--- config.mk ---
export PLATFORM = sky130hd
export DESIGN_NAME = pattern_detector
export DESIGN_NICKNAME = d
export VERILOG_FILES = /design/src/rtl/prbs_pkg.sv /design/src/rtl/pattern_byte_sel.sv /design/src/rtl/pattern_detector.sv
export SDC_FILE = /design/constraint.sdc
export NUM_CORES = 1
export LEC_CHECK = 0
export CORE_MARGIN = 5
export CORE_UTILIZATION = 40
export CTS_CLUSTER_SIZE = 8
export DETAILED_ROUTE_END_ITERATION = 8
export MAX_ROUTING_LAYER = met4
export PLACE_DENSITY = 0.89
export SYNTH_ARGS = -nofsm -noshare
export SYNTH_HDL_FRONTEND = slang
export SYNTH_SLANG_ARGS = --single-unit
export TNS_END_PERCENT = 10
--- constraint.sdc ---
create_clock -name clk -period 2.3 [get_ports clk]
set_input_delay 0.575 -clock clk [delete_from_list [all_inputs] [get_ports clk]]
set_output_delay 0.575 -clock clk [all_outputs]
set_load 0.02 [all_outputs]
--- src/rtl/prbs_pkg.sv ---
// ---------------------------------------------------------------------------
// prbs_pkg
// Shared widths and types for the PRBS pattern-checking slice.
//   BYTE_W    : stream byte width
//   PAT_W     : programmable pattern width
//   PAT_BYTES : bytes per pattern occurrence
//   REP_W     : repetition counter / target width
// ---------------------------------------------------------------------------
package prbs_pkg;

    localparam int unsigned BYTE_W    = 8;
    localparam int unsigned PAT_W     = 32;
    localparam int unsigned PAT_BYTES = 4;
    localparam int unsigned REP_W     = 4;

    typedef logic [1:0]       byte_idx_t;
    typedef logic [REP_W-1:0] rep_cnt_t;

    localparam byte_idx_t LAST_IDX = byte_idx_t'(PAT_BYTES - 1);
    localparam rep_cnt_t  REP_MAX  = '1;

endpackage

--- src/rtl/pattern_byte_sel.sv ---
// ---------------------------------------------------------------------------
// pattern_byte_sel
// Combinational selector returning byte `idx` of `pattern`, MSB first
// (idx 0 -> pattern[31:24], idx 3 -> pattern[7:0]).
//   pattern  : 32-bit pattern
//   idx      : byte index 0..3
//   sel_byte : selected pattern byte
// ---------------------------------------------------------------------------
module pattern_byte_sel
    import prbs_pkg::*;
(
    input  logic [PAT_W-1:0]  pattern,
    input  byte_idx_t         idx,
    output logic [BYTE_W-1:0] sel_byte
);

    always_comb begin
        sel_byte = '0;
        case (idx)
            2'd0:    sel_byte = pattern[31:24];
            2'd1:    sel_byte = pattern[23:16];
            2'd2:    sel_byte = pattern[15:8];
            2'd3:    sel_byte = pattern[7:0];
            default: sel_byte = '0;
        endcase
    end

endmodule

--- src/rtl/pattern_detector.sv ---
// ---------------------------------------------------------------------------
// pattern_detector
// Byte-serial checker for a 32-bit pattern sent MSB byte first. Counts
// back-to-back complete occurrences and raises a sticky flag once the
// count reaches max(n, 1).
//   clk              : clock, rising edge
//   rst              : asynchronous active-low reset
//   pattern          : pattern to detect
//   n                : required consecutive repetitions (0 behaves as 1)
//   prbs_out         : stream byte, consumed every edge
//   pattern_detected : registered sticky detect flag
// ---------------------------------------------------------------------------
module pattern_detector
    import prbs_pkg::*;
(
    input  logic              clk,
    input  logic              rst,
    input  logic [PAT_W-1:0]  pattern,
    input  logic [REP_W-1:0]  n,
    input  logic [BYTE_W-1:0] prbs_out,
    output logic              pattern_detected
);

    byte_idx_t         byte_idx;
    rep_cnt_t          rep_cnt;
    logic [BYTE_W-1:0] exp_byte;
    logic [BYTE_W-1:0] first_byte;
    rep_cnt_t          next_cnt;
    rep_cnt_t          target;

    pattern_byte_sel u_sel_exp (
        .pattern  (pattern),
        .idx      (byte_idx),
        .sel_byte (exp_byte)
    );

    pattern_byte_sel u_sel_first (
        .pattern  (pattern),
        .idx      (2'd0),
        .sel_byte (first_byte)
    );

    always_comb begin
        next_cnt = (rep_cnt == REP_MAX) ? REP_MAX : rep_cnt + 4'd1;
        target   = (n == '0) ? 4'd1 : n;
    end

    // Compares are written as if/else so an unknown stream byte falls into
    // the mismatch branch and restarts from index 0.
    always_ff @(posedge clk or negedge rst) begin
        if (!rst) begin
            byte_idx         <= '0;
            rep_cnt          <= '0;
            pattern_detected <= 1'b0;
        end else begin
            if (prbs_out == exp_byte) begin
                if (byte_idx == LAST_IDX) begin
                    byte_idx <= '0;
                    rep_cnt  <= next_cnt;
                    if (next_cnt >= target)
                        pattern_detected <= 1'b1;
                end else begin
                    byte_idx <= byte_idx + 2'd1;
                end
            end else begin
                rep_cnt <= '0;
                if (prbs_out == first_byte)
                    byte_idx <= 2'd1;
                else
                    byte_idx <= 2'd0;
            end
        end
    end

endmodule

==> results_dict.tcl, run 1 <==
set metrics [dict create \
    hold_viol 0 \
    clkSinkCount 7 \
    internal-power_uw 296 \
    antenna_left 0 \
    finalSetupViolCount 0 \
    r2r_cells 8 \
    p_sw_uw 111 \
    synth_nets 153 \
    gp_congestion 0.851 \
    power.share.clock 0.300 \
    worstSkewPairLatency_ns 0.27 \
    synth_area_um2 947 \
    dp_hpwl_um 2210 \
    clockBufferDepth 2 \
    tightestPinTransition_ns 0.406 \
    io_buffer_count 46 \
    place_ws_ns -0.175 \
    viasPerCell 5.24 \
    grt_max_degree 11 \
    final_common_cell "clkdlybuf4s50_1" \
    seqPwrFrac 0.304 \
    finClkSkew_ns 0.00218 \
    numCtsBuffers 3 \
    cp_slowest_cell "clkdlybuf4s50_1" \
    post-route-util 0.671 \
    worstSetupPathType "primary input to flip-flop" \
    comb_power_share 0.396 \
    worst_slack_ns 0.119 \
    clock.fmax_mhz 458 \
    cp-start-kind "primary input" \
    drive_above_1_share 0.151 \
    whs_path_depth 1 \
    wl_um 2690 \
    cts_root_buf "clkbuf_4" \
    worst_ep_arrival_time_ns 2.34 \
    syn_inst 98 \
    grt_usage 0.173 \
    drc 0 \
    ir_worst_vdd_mv 0.378 \
    cap_violations 0 \
    path_cells "clkdlybuf4s50_1 > inv_1 > a31o_2 > ha_1 > nand2b_1 > a21oi_2 > nor2b_1 > o21ai_1 > nand2b_1 > a31o_1" \
    ioPinCount 47 \
    dieArea_um2 3440 \
    vias 944 \
    area_growth_syn_to_layout_pct 58.3 \
    crit_family "compound AO/OA/AOI/OAI gates" \
    synthFlopType "dfrtp_1" \
    core_um2 2230 \
    die_w_um 58.7 \
    tns_ns 0 \
    fp.dieH_um 58.7 \
    synth-edff-count 0 \
    path_buf_inv 2 \
    yosysSeqAreaShare 0.185 \
    yosys_warnings 0 \
    cts.clk_slew.worst_paths_ns 0.06 \
    cp.required_ns 2.46 \
    antenna_found_initial 0 \
    wire_per_inst_um 14.9 \
    antenna_cells 0 \
    p_leak_uw 0.000692 \
    cts_tree "yes" \
    r2r-start "byte_idx[0]$_DFF_PN0_" \
    worstHoldStart "pattern_detected$_DFFE_PN0P_" \
    path_max_fanout 2 \
    async_reset_ff_frac 1.00 \
    ys_ff_latch 7 \
    worst_path_largest_cell_delay_ns 0.45 \
    crit_top_cell "nand2b_1" \
    finalMaxSlewViolations 0 \
    power_uw 407 \
    min_period_ns 2.18 \
    fillers 177 \
    grt_pass1_wl_um 4460 \
    rrSetupSlack_ns 0.14 \
    whs_endpoint "pattern_detected$_DFFE_PN0P_" \
    grt.overflow.total 0 \
    regToRegEndpoint "byte_idx[0]$_DFF_PN0_" \
    p_sw_frac 0.273 \
    final_cell_mix "46 x clkdlybuf4s50_1, 13 x inv_1, 12 x mux2i_1" \
    outcome "complete, no violations" \
    rows 17 \
    nNetsFinal 208 \
    power_density_nw_per_um2 272 \
    grt_pass1_vias 1039 \
    initialDrtViolationCount 71 \
    start_util 0.424 \
    hold_class "flip-flop to flip-flop" \
    end_kind "flip-flop" \
    synth_cell_types 27 \
    slew_headroom 0.729 \
    ctsHtreeMaxLevel 1 \
    syn_area_per_cell_um2 9.66 \
    period_share 0.948 \
    rsz0062_at_grt "no" \
    drt-pass1-iter-count 6 \
]
==> power by group through the flow <==
stage / registers [uW] / clock network (uW) / logic, uW
6_report: 124 / 122 / 161
5_1_grt: 124 / 129 / 173
4_1_cts: 124 / 124 / 159
3_5_place_dp: 126 / 0 / 158
3_3_place_gp: 126 / 0 / 154
2_1_floorplan: 126 / 0 / 57.1
==> worst max path at each step <==
stage / depth (start not counted) / to / slack, ns / startpoint
final: 10 / pattern_detected$_DFFE_PN0P_ / 0.12 / n[2]
after global routing: 8 / byte_idx[0]$_DFF_PN0_ / 0.007 / byte_idx[0]$_DFF_PN0_
after CTS: 8 / byte_idx[0]$_DFF_PN0_ / 0.04 / byte_idx[0]$_DFF_PN0_
after detailed placement: 10 / pattern_detected$_DFFE_PN0P_ / -0.17 / n[2]
after global placement: 10 / pattern_detected$_DFFE_PN0P_ / -0.10 / n[2]
after floorplan: 9 / byte_idx[0]$_DFF_PN0_ / 0.30 / byte_idx[0]$_DFF_PN0_
==> cells in the mapped netlist (all sizes together), types with 2 or more instances <==
cell    number  share of area
xor2         8          0.074
nor2         6          0.024
dfrtp        7           0.18
ha           9           0.12
mux2i       12           0.13
xnor2        8           0.11
nand2b       3          0.020
a222oi       8          0.085
nor3         3          0.016
nor4         2          0.013
buf          4          0.041
inv         13          0.052
nand4        2          0.036
nand3        2          0.011
and2         2          0.013
a31o         2          0.018
==> per-stage QoR <==
| step | cells | hold WS, ns | instance area [um^2] |
|---|---|---|---|
| finish | 180 | 0.531 | 1500 |
| floorplan | 98 | 0.279 | 947 |
| global route | 180 | 0.561 | 1500 |
| detailed placement | 174 | 0.514 | 1450 |
| global placement | 174 | 0.485 | 1450 |
| CTS | 178 | 0.531 | 1480 |
==> registers in the layout, summed over array words and instances, names as in the netlist <==
name              flops
byte_idx              2
pattern_detected      1
rep_cnt               4
==> logic make-up (layout without fill, tap and decap cells) <==
kind of cell	after synthesis	count (layout)	synth area share
xor gates and xnor gates	16	16	0.180
AOI/OAI and AO/OA	15	15	0.155
adders and majority gates	9	9	0.119
DFF	7	7	0.185
muxes	12	12	0.127
buffers and inverters	17	71	0.0925
and+or+nand+nor	22	22	0.143
==> worst reg2reg max path, cell delays in order (launching register included) <==
cell	delay, ns
dfrtp_1	0.41
inv_1	0.09
ha_2	0.25
a222oi_1	0.38
mux2i_1	0.18
xnor2_2	0.20
nand4_4	0.15
o211ai_1	0.26
o41ai_2	0.11
==> metal layers <==
layer  share of wire  global-route usage  up-vias
met4           0.021              0.0744        0
met3           0.037              0.0241        6
met1            0.40               0.180      445
li1                -                   -      464
met2            0.54               0.322       29
met5               0                   -        -
==> timing repair <==
| action | in CTS | in global routing |
|---|---|---|
| gates resized for setup | 0 | 4 |
| setup endpoints to repair | 0 | 4 |
| setup buffers | 0 | 2 |
| hold buffers | 0 | 0 |
==> cell type report <==
| class | count | area [um^2] | share of cell area |
|---|---|---|---|
| tap | 28 | 35.0 | 0.0234 |
| timing repair buffer | 54 | 520 | 0.347 |
| inverter | 13 | 48.8 | 0.0326 |
| multi-input combinational | 74 | 693 | 0.462 |
| clock buffer | 4 | 26.3 | 0.0175 |
| sequential | 7 | 175 | 0.117 |
Note: power is estimated with default switching activity, not from simulation.
==> inputs of run 2 (changes only) <==
--- a/config.mk
+++ b/config.mk
@@ -10,8 +10,8 @@
 export CTS_CLUSTER_SIZE = 8
 export DETAILED_ROUTE_END_ITERATION = 8
 export MAX_ROUTING_LAYER = met4
-export PLACE_DENSITY = 0.89
+export PLACE_DENSITY = 0.8
 export SYNTH_ARGS = -nofsm -noshare
 export SYNTH_HDL_FRONTEND = slang
 export SYNTH_SLANG_ARGS = --single-unit
-export TNS_END_PERCENT = 10
+export TNS_END_PERCENT = 20
==> run 2 against run 1 <==
Sequential power hardly changed. Die area unchanged. Register-to-register slack improved by 0.03 ns. Clock power is 11% lower. Combinational power about the same. Design area is 2.1% higher. Critical endpoint unchanged. Largest power group unchanged.
==> results_dict.tcl, run 2 (synthesis results as in run 1) <==
set metrics [dict create \
    final_common_cell "clkdlybuf4s50_1" \
    worstSkewPairLatency_ns 0.25 \
    finClkSkew_ns 0.00561 \
    power_density_nw_per_um2 258 \
    period_share 0.941 \
    ir_worst_vdd_mv 0.227 \
    start_util 0.424 \
    comb_power_share 0.409 \
    dieArea_um2 3440 \
    finalMaxSlewViolations 0 \
    worst_ep_arrival_time_ns 2.30 \
    viasPerCell 5.18 \
    hold_buffers 0 \
    path_max_fanout 2 \
    p_leak_uw 0.000702 \
    core_um2 2230 \
    numCtsBuffers 3 \
    initialDrtViolationCount 69 \
    clockBufferDepth 2 \
    grt_pass1_wl_um 4120 \
    worstSetupPathType "primary input to flip-flop" \
    ctsHtreeMaxLevel 1 \
    largestRegisters "rep_cnt: 4 flops, byte_idx: 2 flops, pattern_detected: 1 flops" \
    cts_root_buf "clkbuf_4" \
    cts.clk_slew.worst_paths_ns 0.05 \
    grt_usage 0.161 \
    final_cell_mix "46 x clkdlybuf4s50_1, 13 x inv_1, 12 x mux2i_1" \
    min_period_ns 2.16 \
    power.share.clock 0.277 \
    ioPinCount 47 \
    clock.fmax_mhz 462 \
    drt-pass1-iter-count 4 \
    area_growth_syn_to_layout_pct 61.6 \
    wl_um 2760 \
    holdWs_ns 0.471 \
    hold_class "flip-flop to flip-flop" \
    post-route-util 0.685 \
    p_sw_frac 0.250 \
    top_register "rep_cnt" \
    drc 0 \
    rows 17 \
    vias 933 \
    fp.dieH_um 58.7 \
    finalSetupViolCount 0 \
    rsz0062_at_grt "no" \
    hold_viol 0 \
    grt.overflow.total 0 \
    tns_ns 0 \
    outcome "complete, no violations" \
    slew_headroom 0.775 \
    tightestPinTransition_ns 0.338 \
    nNetsFinal 208 \
    end_kind "flip-flop" \
    cp.required_ns 2.44 \
    antenna_cells 0 \
    p_sw_uw 98.5 \
    io_buffer_count 46 \
    clkSinkCount 7 \
    grt_pass1_vias 940 \
    dp_hpwl_um 2240 \
    antenna_left 0 \
    internal-power_uw 296 \
    drive_above_1_share 0.145 \
    die_w_um 58.7 \
    cap_violations 0 \
    antenna_found_initial 0 \
    cp-start-kind "primary input" \
    largest_reg_flops 4 \
    cts_tree "yes" \
    grt_max_degree 10 \
    gp_congestion 0.832 \
    seqPwrFrac 0.314 \
    wire_per_inst_um 15.3 \
]
==> run 2: timing repair <==
action / 4_1_cts / 5_1_grt
buffers inserted: 0 / 1
setup endpoints to repair: 0 / 7
resized for setup: 0 / 4
==> run 2: routing by layer <==
metal / track usage / vias up / share of wire
li1: - / 462 / -
met1: 0.179 / 424 / 0.41
met2: 0.290 / 47 / 0.49
met3: 0.0307 / 0 / 0.10
met4: 0.0485 / 0 / 0
met5: - / - / 0
==> run 2: area by class of cell <==
cell class | instances | area, um^2
clock buffers | 4 | 26.3
fillers | 174 | 703
inverters | 13 | 48.8
multi-input cells | 74 | 712
flip-flops and latches | 7 | 175
well taps | 28 | 35.0
repair buffers | 54 | 533
==> run 2: power groups by stage <==
stage | registers [uW] | logic (uW) | clock network, uW
detailed placement | 126 | 160 | 0
CTS | 124 | 161 | 113
global placement | 126 | 157 | 0
finish | 124 | 161 | 109
floorplan | 126 | 57.1 | 0
global route | 124 | 172 | 117
==> run 2: worst paths after layout <==
| check | end | depth (start not counted) | slack [ns] | startpoint |
|---|---|---|---|---|
| max | pattern_detected$_DFFE_PN0P_ | 10 | 0.14 | n[2] |
| min | pattern_detected$_DFFE_PN0P_ | 1 | 0.47 | pattern_detected$_DFFE_PN0P_ |
| max reg2reg | pattern_detected$_DFFE_PN0P_ | 10 | 0.17 | rep_cnt[0]$_DFFE_PN0P_ |
| min reg2reg | pattern_detected$_DFFE_PN0P_ | 1 | 0.47 | pattern_detected$_DFFE_PN0P_ |
| max in group asynchronous | byte_idx[1]$_DFF_PN0_ | 1 | 1.49 | rst |
| min in group asynchronous | pattern_detected$_DFFE_PN0P_ | 1 | 0.58 | rst |
==> run 2: worst max-delay path: stages <==
cell             delay [ns]
clkdlybuf4s50_1        0.45
inv_1                  0.04
a31o_2                 0.23
ha_1                   0.25
nand2b_1               0.14
a21oi_1                0.14
nor2b_1                0.05
o21ai_0                0.14
nand2b_1               0.07
a31o_1                 0.21
==> run 2: metrics by stage <==
stage | cell area [um^2] | power, uW | setup slack (ns) | cells
floorplan | 947 | 183 | 0.297 | 98
global placement | 1470 | 283 | -0.105 | 175
detailed placement | 1470 | 286 | -0.163 | 175
CTS | 1500 | 398 | 0.0449 | 179
global route | 1530 | 414 | 0.00109 | 180
finish | 1530 | 395 | 0.136 | 180
==> inputs of run 3 (changes only) <==
--- a/config.mk
+++ b/config.mk
@@ -5,8 +5,10 @@
 export SDC_FILE = /design/constraint.sdc
 export NUM_CORES = 1
 export LEC_CHECK = 0
+export CAP_MARGIN = 20
 export CORE_MARGIN = 5
 export CORE_UTILIZATION = 40
+export CTS_BUF_LIST = sky130_fd_sc_hd__clkbuf_16
 export CTS_CLUSTER_SIZE = 8
 export DETAILED_ROUTE_END_ITERATION = 8
 export MAX_ROUTING_LAYER = met4
==> run 3 against run 2 <==
Design area grew 3.4%. Worst setup slack better by 0.0088 ns. Clock power grew to 2.6 times the previous value. Critical path depth did not move. Wire length down 1.6%. Hold slack barely moved. Flip-flop and latch count stayed put. Fmax is 0.41% higher. Power grew 45%. First-iteration DRC count rose by 4.3%.
==> results_dict.tcl, run 3 (synthesis results as in run 1) <==
set metrics [dict create \
    worst_ep_arrival_time_ns 2.27 \
    worst_slack_ns 0.145 \
    period_share 0.937 \
    worstSkewPairLatency_ns 0.23 \
    cts_tree "yes" \
    path_max_fanout 2 \
    hold_viol 0 \
    start_util 0.424 \
    cts_root_buf "clkbuf_16" \
    cts.clk_slew.worst_paths_ns 0.04 \
    ir_worst_vdd_mv 0.358 \
    tightestPinTransition_ns 0.359 \
    p_sw_uw 117 \
    drc 0 \
    clockBufferDepth 2 \
    comb_power_share 0.281 \
    gp_congestion 0.832 \
    drive_above_1_share 0.145 \
    post-route-util 0.709 \
    antenna_cells 0 \
    dp_hpwl_um 2240 \
    vias 942 \
    fp.dieH_um 58.7 \
    power_density_nw_per_um2 362 \
    holdWs_ns 0.471 \
    finalMaxSlewViolations 0 \
    antenna_left 0 \
    largest_reg_flops 4 \
    cap_violations 0 \
    outcome "complete, no violations" \
    power_uw 574 \
    seqPwrFrac 0.217 \
    grt_pass1_vias 930 \
    power.share.clock 0.502 \
    hold_class "flip-flop to flip-flop" \
    end_kind "flip-flop" \
    rows 17 \
    drt-pass1-iter-count 4 \
    antenna_found_initial 0 \
    ioPinCount 47 \
    p_sw_frac 0.204 \
    cp-start-kind "primary input" \
    fin_area_um2 1580 \
    rsz0062_at_grt "no" \
    clkSinkCount 7 \
    initialDrtViolationCount 72 \
    wl_um 2720 \
    grt_pass1_wl_um 4130 \
    io_buffer_count 46 \
    grt_max_degree 10 \
    p_leak_uw 0.000729 \
    cp.required_ns 2.42 \
    dieArea_um2 3440 \
    area_growth_syn_to_layout_pct 67.1 \
    finalSetupViolCount 0 \
    core_um2 2230 \
    clock.fmax_mhz 464 \
    nNetsFinal 208 \
    die_w_um 58.7 \
    place_ws_ns -0.163 \
    largestRegisters "rep_cnt: 4 flops, byte_idx: 2 flops, pattern_detected: 1 flops" \
    viasPerCell 5.23 \
    top_register "rep_cnt" \
    ctsHtreeMaxLevel 1 \
    finClkSkew_ns 0.00266 \
    min_period_ns 2.16 \
    wire_per_inst_um 15.1 \
    internal-power_uw 456 \
    slew_headroom 0.761 \
    grt_usage 0.161 \
    final_cell_mix "46 x clkdlybuf4s50_1, 14 x inv_1, 12 x mux2i_1" \
    hold_buffers 0 \
    placed_area_um2 1470 \
    grt.overflow.total 0 \
    final_common_cell "clkdlybuf4s50_1" \
    numCtsBuffers 3 \
    worstSetupPathType "primary input to flip-flop" \
]
==> run 3: power by group through the flow <==
stage	clock network, uW	logic (uW)	registers (uW)
2_1_floorplan	0	57.1	126
3_3_place_gp	0	157	126
3_5_place_dp	0	160	126
4_1_cts	292	161	124
5_1_grt	297	173	124
6_report	288	161	124
==> run 3: layout make-up <==
type	instances	area [um^2]
clock inverter	1	3.75
timing repair buffer	54	533
fill	167	651
inverter	13	48.8
clock buffer	3	75.1
tap	28	35.0
multi-input combinational	74	712
sequential	7	175
==> run 3: per-layer routing <==
metal  global-route usage  vias up  wire [um]
li1                     -      465          -
met2                0.289       42       1280
met1                0.183      435       1140
met5                    -        -          0
met4               0.0388        0          0
met3               0.0307        0        302
==> run 3: path summary, 6_finish.rpt <==
check / slack, ns / depth (start not counted) / to / start
worst max register to register: 0.20 / 9 / pattern_detected$_DFFE_PN0P_ / byte_idx[1]$_DFF_PN0_
min in group asynchronous: 0.60 / 1 / pattern_detected$_DFFE_PN0P_ / rst
worst min-delay path: 0.47 / 1 / pattern_detected$_DFFE_PN0P_ / pattern_detected$_DFFE_PN0P_
worst min register to register: 0.47 / 1 / pattern_detected$_DFFE_PN0P_ / pattern_detected$_DFFE_PN0P_
worst max-delay path: 0.14 / 10 / pattern_detected$_DFFE_PN0P_ / n[2]
max in group asynchronous: 1.46 / 1 / byte_idx[0]$_DFF_PN0_ / rst
==> run 3: critical path, stage by stage <==
cell,delay [ns]
clkdlybuf4s50_1,0.45
inv_1,0.04
a31o_2,0.23
ha_1,0.25
nand2b_1,0.14
a21oi_1,0.14
nor2b_1,0.06
o21ai_1,0.11
nand2b_1,0.06
a31o_1,0.21
==> run 3: what timing repair did <==
item | 4_1_cts | 5_1_grt
setup endpoints to repair | 0 | 7
resized for setup | 0 | 5
setup buffers | 0 | 1
==> run 3: per-stage QoR <==
step,instances,setup TNS (ns)
2_1_floorplan,98,0
4_1_cts,179,0
3_3_place_gp,175,-0.230
3_5_place_dp,175,-0.360
6_report,180,0
5_1_grt,180,0
